===== src/rtl/stream_conv3x3.sv =====
// rtl/stream_conv3x3.sv - 3x3 streaming pixel processor with backpressure; CONV_ROUND_EN enables conv rounding
module stream_conv3x3 #(
   parameter int DW    = 8,
   parameter int IMG_W = 32,
   parameter int IMG_H = 32,
   parameter int KW    = 8,
   parameter int SHIFT = 3
) (
   input  logic            clk,
   input  logic            rstn,
   input  logic [DW-1:0]   s_data,
   input  logic            s_valid,
   output logic            s_ready,
   input  logic [1:0]      mode,
   input  logic [9*KW-1:0] kernel,
   input  logic [DW-1:0]   thresh,
   output logic [DW-1:0]   m_data,
   output logic            m_valid,
   input  logic            m_ready,
   output logic            frame_done,
   output logic            busy
);

   localparam int CW = (IMG_W > 1) ? $clog2(IMG_W) : 1;
   localparam int RW = (IMG_H > 1) ? $clog2(IMG_H) : 1;
   localparam int SW = DW + KW + 5;
   localparam logic [CW-1:0] LAST_COL = CW'(IMG_W - 1);
   localparam logic [RW-1:0] LAST_ROW = RW'(IMG_H - 1);
   localparam logic signed [SW-1:0] MAX_S = SW'((64'(1) << DW) - 1);
`ifdef CONV_ROUND_EN
   localparam logic signed [SW-1:0] RND = SW'((64'(1) << SHIFT) >> 1);
`endif

   typedef enum logic [1:0] {
      MODE_BYPASS = 2'b00,
      MODE_INVERT = 2'b01,
      MODE_CONV   = 2'b10,
      MODE_THRESH = 2'b11
   } mode_e;

   logic adv, accept, xfer, at_origin, at_last;
   mode_e eff_mode;

   logic [CW-1:0]   col_q, col_d;
   logic [RW-1:0]   row_q, row_d;
   mode_e           mode_q, mode_d;
   logic [9*KW-1:0] kernel_q, kernel_d;
   logic [DW-1:0]   thresh_q, thresh_d;

   logic [DW-1:0] win_q [3][3];
   logic [DW-1:0] win_d [3][3];
   logic          s1_valid_q, s1_valid_d;
   logic          s1_last_q, s1_last_d;

   logic [DW-1:0] m_data_q, m_data_d;
   logic          m_valid_q, m_valid_d;
   logic          m_last_q, m_last_d;
   logic          busy_q, busy_d;

   logic [DW-1:0] lb0_mem [IMG_W];
   logic [DW-1:0] lb1_mem [IMG_W];
   logic [DW-1:0] lb0_rd, lb1_rd;

   logic signed [SW-1:0] sum, pe, ce, shifted;
   logic [DW-1:0] conv_res, res;

   // Handshake: every stage moves together whenever the output register can take data
   assign adv        = !m_valid_q || m_ready;
   assign s_ready    = adv;
   assign accept     = s_valid && adv;
   assign xfer       = m_valid_q && m_ready;
   assign at_origin  = (col_q == '0) && (row_q == '0);
   assign at_last    = (col_q == LAST_COL) && (row_q == LAST_ROW);
   assign eff_mode   = at_origin ? mode_e'(mode) : mode_q;
   assign lb0_rd     = lb0_mem[col_q];
   assign lb1_rd     = lb1_mem[col_q];
   assign m_data     = m_data_q;
   assign m_valid    = m_valid_q;
   assign frame_done = xfer && m_last_q;
   assign busy       = busy_q && !frame_done;

   // Raster position tracking and frame-start latching of configuration
   always_comb begin
      col_d    = col_q;
      row_d    = row_q;
      mode_d   = mode_q;
      kernel_d = kernel_q;
      thresh_d = thresh_q;
      if (accept) begin
         if (at_origin) begin
            mode_d   = mode_e'(mode);
            kernel_d = kernel;
            thresh_d = thresh;
         end
         if (col_q == LAST_COL) begin
            col_d = '0;
            row_d = (row_q == LAST_ROW) ? '0 : row_q + RW'(1);
         end else begin
            col_d = col_q + CW'(1);
         end
      end
   end

   // Stage 1: window shift on accept; conv bubbles for pixels without a full neighbourhood
   always_comb begin
      win_d      = win_q;
      s1_valid_d = s1_valid_q;
      s1_last_d  = s1_last_q;
      if (adv) begin
         s1_valid_d = accept && ((eff_mode != MODE_CONV) ||
                                 ((row_q >= RW'(2)) && (col_q >= CW'(2))));
         s1_last_d  = accept && at_last;
         if (accept) begin
            for (int r = 0; r < 3; r++) begin
               win_d[r][0] = win_q[r][1];
               win_d[r][1] = win_q[r][2];
            end
            win_d[0][2] = lb0_rd;
            win_d[1][2] = lb1_rd;
            win_d[2][2] = s_data;
         end
      end
   end

   // Signed 3x3 multiply-accumulate, shift normalisation and clamp to pixel range
   always_comb begin
      sum = '0;
      pe  = '0;
      ce  = '0;
      for (int wr = 0; wr < 3; wr++) begin
         for (int wc = 0; wc < 3; wc++) begin
            pe  = {{(SW-DW){1'b0}}, win_q[wr][wc]};
            ce  = {{(SW-KW){kernel_q[(3*wr+wc)*KW + KW-1]}}, kernel_q[(3*wr+wc)*KW +: KW]};
            sum = sum + pe * ce;
         end
      end
`ifdef CONV_ROUND_EN
      sum = sum + RND;
`endif
      shifted = sum >>> SHIFT;
      if (shifted < 0) begin
         conv_res = '0;
      end else if (shifted > MAX_S) begin
         conv_res = '1;
      end else begin
         conv_res = shifted[DW-1:0];
      end
   end

   // Per-mode result for the pixel held in stage 1 (newest pixel sits at window centre-right bottom)
   always_comb begin
      res = win_q[2][2];
      case (mode_q)
         MODE_BYPASS: res = win_q[2][2];
         MODE_INVERT: res = {DW{1'b1}} - win_q[2][2];
         MODE_CONV:   res = conv_res;
         MODE_THRESH: res = (win_q[2][2] >= thresh_q) ? {DW{1'b1}} : '0;
         default:     res = win_q[2][2];
      endcase
   end

   // Stage 2 output register and frame busy tracking
   always_comb begin
      m_data_d  = m_data_q;
      m_valid_d = m_valid_q;
      m_last_d  = m_last_q;
      busy_d    = busy_q;
      if (adv) begin
         m_valid_d = s1_valid_q;
         m_last_d  = s1_last_q;
         if (s1_valid_q) begin
            m_data_d = res;
         end
      end
      if (frame_done) begin
         busy_d = 1'b0;
      end
      if (accept) begin
         busy_d = 1'b1;
      end
   end

   // Line buffers: deliberately not reset, only complete neighbourhoods are ever consumed
   always_ff @(posedge clk) begin
      if (accept) begin
         lb1_mem[col_q] <= s_data;
         lb0_mem[col_q] <= lb1_rd;
      end
   end

   // State registers
   always_ff @(posedge clk or negedge rstn) begin
      if (!rstn) begin
         col_q      <= '0;
         row_q      <= '0;
         mode_q     <= MODE_BYPASS;
         kernel_q   <= '0;
         thresh_q   <= '0;
         for (int r = 0; r < 3; r++) begin
            for (int c = 0; c < 3; c++) begin
               win_q[r][c] <= '0;
            end
         end
         s1_valid_q <= 1'b0;
         s1_last_q  <= 1'b0;
         m_data_q   <= '0;
         m_valid_q  <= 1'b0;
         m_last_q   <= 1'b0;
         busy_q     <= 1'b0;
      end else begin
         col_q      <= col_d;
         row_q      <= row_d;
         mode_q     <= mode_d;
         kernel_q   <= kernel_d;
         thresh_q   <= thresh_d;
         win_q      <= win_d;
         s1_valid_q <= s1_valid_d;
         s1_last_q  <= s1_last_d;
         m_data_q   <= m_data_d;
         m_valid_q  <= m_valid_d;
         m_last_q   <= m_last_d;
         busy_q     <= busy_d;
      end
   end

endmodule


===== config.mk =====
export PLATFORM = sky130hd
export DESIGN_NAME = stream_conv3x3
export DESIGN_NICKNAME = d
export VERILOG_FILES = /design/src/rtl/stream_conv3x3.sv
export SDC_FILE = /design/constraint.sdc
export NUM_CORES = 2
export LEC_CHECK = 0
export ABC_AREA = 1
export BUFFER_PORTS_ARGS = -buffer_cell sky130_fd_sc_hd__buf_2
export CORE_MARGIN = 8
export CORE_UTILIZATION = 40
export CTS_CLUSTER_DIAMETER = 150
export DETAILED_ROUTE_END_ITERATION = 8
export SLEW_MARGIN = 20
export SYNTH_ARGS = -nofsm -noshare
export SYNTH_HDL_FRONTEND = slang
export SYNTH_SLANG_ARGS = --single-unit

===== constraint.sdc =====
create_clock -name clk -period 22.6 [get_ports clk]
set_clock_uncertainty 0.1 [all_clocks]
set_input_delay 5.65 -clock clk [delete_from_list [all_inputs] [get_ports clk]]
set_output_delay 5.65 -clock clk [all_outputs]
set_load 0.005 [all_outputs]

## Word-level counts from Yosys, hierarchy flattened

Memories as Yosys holds them, arrays and structs flattened. A register that Yosys moved wholly into a read port is not among the register bits.
Cells that the tools add are included.
W data, S select, Z words.

| storage, ports and cells | value |
|---|---|
| register bits | 169 |
| bits in writable memories | 512 |
| input bits | 94 |
| output and inout port bits | 12 |
| memories kept | 2 |

Memories:

| name | depth | bits a word | rd ports | clocked after memory_dff | wr ports | RTL line | RTL |
|---|---|---|---|---|---|---|---|
| lb0_mem | 32 | 8 | 1 | 1 | 1 | 60 | `logic [DW-1:0] lb0_mem [IMG_W];` |
| lb1_mem | 32 | 8 | 1 | 0 | 1 | 61 | `logic [DW-1:0] lb1_mem [IMG_W];` |

| operators by class | value |
|---|---|
| $add $sub $neg | 11 |
| $mul | 9 |
| magnitude comparators | 5 |
| equality and inequality tests | 6 |
| muxes and demuxes | 11 |
| reductions and logical operators | 22 |

Operators by type and width:

| operator | count |
|---|---|
| $mul A9 B8 Y17 | 9 |
| $add A21 B17 Y21 | 4 |
| $pmux W8 S4 | 1 |
| $mux W8 | 3 |
| $add A20 B17 Y21 | 1 |
| $add A19 B17 Y20 | 1 |
| $add A18 B17 Y19 | 1 |
| $add A17 B17 Y18 | 1 |
| $gt A18 B9 Y1 const B | 1 |
| $lt A18 B1 Y1 const B | 1 |
| $add A5 B1 Y5 const B | 2 |
| $eq A5 B5 Y1 const B | 2 |
| $ge A5 B2 Y1 const B | 2 |
| $logic_not A5 Y1 | 2 |
| $mux W5 | 2 |
| $logic_and A1 B1 Y1 | 9 |
| $ge A8 B8 Y1 | 1 |
| $reduce_and A2 Y1 | 4 |
| $sub A8 B8 Y8 const A | 1 |
| $eq A2 B2 Y1 const B | 2 |
| $mux W1 | 4 |
| $logic_not A1 Y1 | 3 |
| $eq A2 B1 Y1 const B | 1 |
| $logic_not A2 Y1 | 1 |
| 4 further kinds | 5 |

## Logic depth before layout (Yosys ltp)

| depth | value |
|---|---|
| word-level depth | 13 |
| depth in mapped cells | 41 |
| mapped depth without buffers | 40 |

## Worst setup path after synthesis

No wires, ideal clock.

| timing path | value |
|---|---|
| path type | input-to-output |
| start | input m_ready |
| end | output s_ready |
| arrival time | 5.907 ns |
| setup slack | 10.943 ns |
| stages on the path | 2 |
| path buffers | 0 |
| cell sequence | nor2_1 > inv_1 |

| on the way | value |
|---|---|
| cells in the longest elaborated chain, start to end | 1 |

RTL lines:

| element | RTL line | RTL |
|---|---|---|
| start: declaration | 19 | `input logic m_ready,` |
| $logic_or A1 B1 Y1 | 68 | `assign adv = !m_valid_q \|\| m_ready;` |
| end: declaration | 13 | `output logic s_ready,` |

Every way passes these cells.

## Worst setup path in the final report

| timing path | value |
|---|---|
| start | input m_ready |
| end | output busy |

| on the way | value |
|---|---|
| cells in the longest elaborated chain, start to end | 4 |

RTL lines:

| element | RTL line | RTL |
|---|---|---|
| $logic_and A1 B1 Y1 | 71 | `assign xfer = m_valid_q && m_ready;` |
| $logic_and A1 B1 Y1 | 79 | `assign frame_done = xfer && m_last_q;` |
| $logic_not A1 Y1 | 80 | `assign busy = busy_q && !frame_done;` |
| $logic_and A1 B1 Y1 | 80 |  |
| end: declaration | 21 | `output logic busy` |

Every way passes these cells.

==> impl_metrics.env <==
export IMPL_clock_tree_buffer_depth=3
export IMPL_grt_util_all_layers_pct=19.9
export IMPL_path_clk_slew_ps=60
export IMPL_rows=129
export IMPL_achievable_frequency_mhz=80.7
export IMPL_synth_top_cells_by_count="inv_1, nand2_1, fa_1"
export IMPL_worst_endpoint_arrival_ps=6640
export IMPL_syn_nets=6111
export IMPL_yosys_area_top_type="edfxtp_1"
export IMPL_buffer_ports_inserted=105
export IMPL_grt_ovfl_total=0
export IMPL_areaGrowthSynthToFinish_pct=9.10
export IMPL_ios=106
export IMPL_grt_antenna_before_repair=0
export IMPL_yosys_most_used_dff="edfxtp_1"
export IMPL_postSynthRegisterBits=689
export IMPL_crit_path_end_kind="output pin"
export IMPL_place_detailed_hpwl_um=97800
export IMPL_wire_length_of_the_first_global_routing_pass_um=208000
export IMPL_share_of_the_yosys_chip_area_belonging_to_registers_pct=39.7
export IMPL_final_layout_size_suffix_gt1_share_pct=6.06
export IMPL_detail_route_iter0_violations=2576
export IMPL_timing_slew_headroom_pct=27.9
export IMPL_drv_max_cap_violation_count=0
export IMPL_synth_edf_count=512
export IMPL_routed_via_count=33500
export IMPL_top_usage_layer="met2"
export IMPL_worst_ep_required_time_ps=16850
export IMPL_numClockSinks=689
export IMPL_avgRoutedWirePerCell_um=19.6
export IMPL_grt_met3_usage_pct=3.68
export IMPL_rsz0062_at_grt="false"
export IMPL_clkLatencyLatePin_ps=670
export IMPL_slew_violations=0
export IMPL_yosys_cell_count_top_type="inv_1"
export IMPL_antenna_violating_nets_post_route=0
export IMPL_yosys_cell_types_count=42
export IMPL_hold_path_class="reg2reg"
export IMPL_report_final_hold_viol_count=0
export IMPL_htreeDepth=3
export IMPL_effective_utilization_at_floorplan_pct=40.3
export IMPL_timing_hold_worst_endpoint="m_data[1]"
export IMPL_max_slew_worst_pin_slew_ps=1080
export IMPL_cts_tree="done"
export IMPL_setup_viol=0
export IMPL_netlist_area_pre_place_um2=49900
export IMPL_grt_pass1_vias=34500
export IMPL_placeableCoreArea_um2=124000
export IMPL_drt_pass1_iterations=6
export IMPL_timing_reg2reg_setup_slack_ps=13840
export IMPL_post_cts_setup_buffer_count=0
export IMPL_fp_dieW_um=369
export IMPL_final_period_minus_worst_setup_slack_ps=12390
export IMPL_cts_root_buf="clkbuf_16"
export IMPL_design_final_nets=6087
export IMPL_yosysTopAreaCellShare_pct=30.8
export IMPL_min_from="m_data[1]"
export IMPL_synth_async_reset_ratio_pct=25.7
export IMPL_worst_r2r_endpoint="m_data[5]"
export IMPL_whs_path_depth=2
export IMPL_avgViaCountPerCell=4.93
export IMPL_die_y_um=369
export IMPL_cts_buffers_inserted=75
export IMPL_ff2ff_path_depth=33
export IMPL_crit_reg2reg_launch="kernel_q[39]"
export IMPL_timing_final_ws_setup_ps=10210
export IMPL_worstSetupStartpointType="primary input"
export IMPL_synthesis_instances=5135
export IMPL_final_setup_tns_ps=0
export IMPL_status="completed"
export IMPL_die_area_um2=136000
export IMPL_drc=0
export IMPL_timing_critical_path_fanout_max=2
export IMPL_hold_buffers=0
export IMPL_synthTopCellsByArea="edfxtp_1, fa_1, inv_1, dfrtp_1, nand2_1"
export IMPL_grt_use_met2_pct=32.7
export IMPL_synth_warning_count=0
export IMPL_grt_max_degree=174
export IMPL_place_ws_ps=10180
export IMPL_finalWeightedCongestion=0.931
export IMPL_cts_resized=0
export IMPL_drt_wl_total_um=134000
export IMPL_min_period_over_period_pct=54.8
export IMPL_critPathKind="in2out"
export IMPL_post_synth_cell_area_avg_um2=9.72
export IMPL_grt_met1_usage_pct=27.0
[area by class of cell]
cell class,count,area (um2)
Fill cell,11900,69300
Multi-Input combinational cell,2979,24600
Sequential cell,689,19800
Inverter,1204,4530
Tap cell,1637,2050
Clock buffer,97,2040
Timing Repair Buffer,162,991
Clock inverter,38,457
Antenna cell,1,2.50
[how the worst max path moves through the flow]
stage / from / end / slack (ps) / depth (start not counted)
floorplan: m_ready / s_ready / 10940 / 2
global placement: m_ready / busy / 10210 / 5
finish: m_ready / busy / 10210 / 5
global route: m_ready / busy / 10090 / 5
detailed placement: m_ready / busy / 10180 / 5
CTS: m_ready / busy / 10170 / 5
[per-stage QoR]
stage               area (um2)  util, %  std cells  hold slack, ps
floorplan                49900        -       5135             342
global placement         51900     42.0       6671             356
detailed placement       51900     42.0       6671             362
CTS                      54400     44.0       6806             377
global route             54400     44.0       6806             402
finish                   54400     44.0       6807             373
[metal layers]
metal / vias to the layer above / share of wire (%)
met5: - / 0
met4: 0 / 2.8
met3: 193 / 6.5
met2: 931 / 48
met1: 16800 / 43
li1: 15600 / -
[registers in the layout, summed over array words and instances (netlist names), 2 cells and up]
| signal | cells |
|---|---|
| lb0_mem | 256 |
| thresh_q | 8 |
| kernel_q | 72 |
| pe | 8 |
| row_q | 5 |
| mode_q | 2 |
| col_q | 5 |
| m_data | 8 |
| lb1_mem | 256 |
| win_q | 64 |
[worst max-delay path, cell delays in order]
cell     delay [ps]
buf_2           190
nand3_1         330
nand2_1         280
inv_1            60
buf_2           130
[cell usage in the layout (no fill, tap or decap), types with 34 or more instances in the layout]
cell type	synthesis	layout
ha_1	308	308
nand3_1	38	38
clkbuf_16	0	77
nand2_1	1080	1078
buf_4	1	54
buf_2	52	104
inv_1	1194	1192
a21oi_1	34	34
edfxtp_1	512	512
o21ai_0	315	315
nor2_1	370	369
fa_1	574	574
o22ai_1	127	127
dfrtp_1	177	175
[cell families after synthesis]
family	Yosys count	synth area share (%)
AND/OR/NAND/NOR	1538	12.0
buffers and inverters	1467	11.2
adder cells (fa/ha/maj)	882	30.7
flip-flops	689	39.7
AO/OA/AOI/OAI	545	6.17
XOR/XNOR	14	0.246
Power is left out: the tool's default activity adds up to more than one toggle a clock period on the data nets, which glitch-free logic cannot reach.
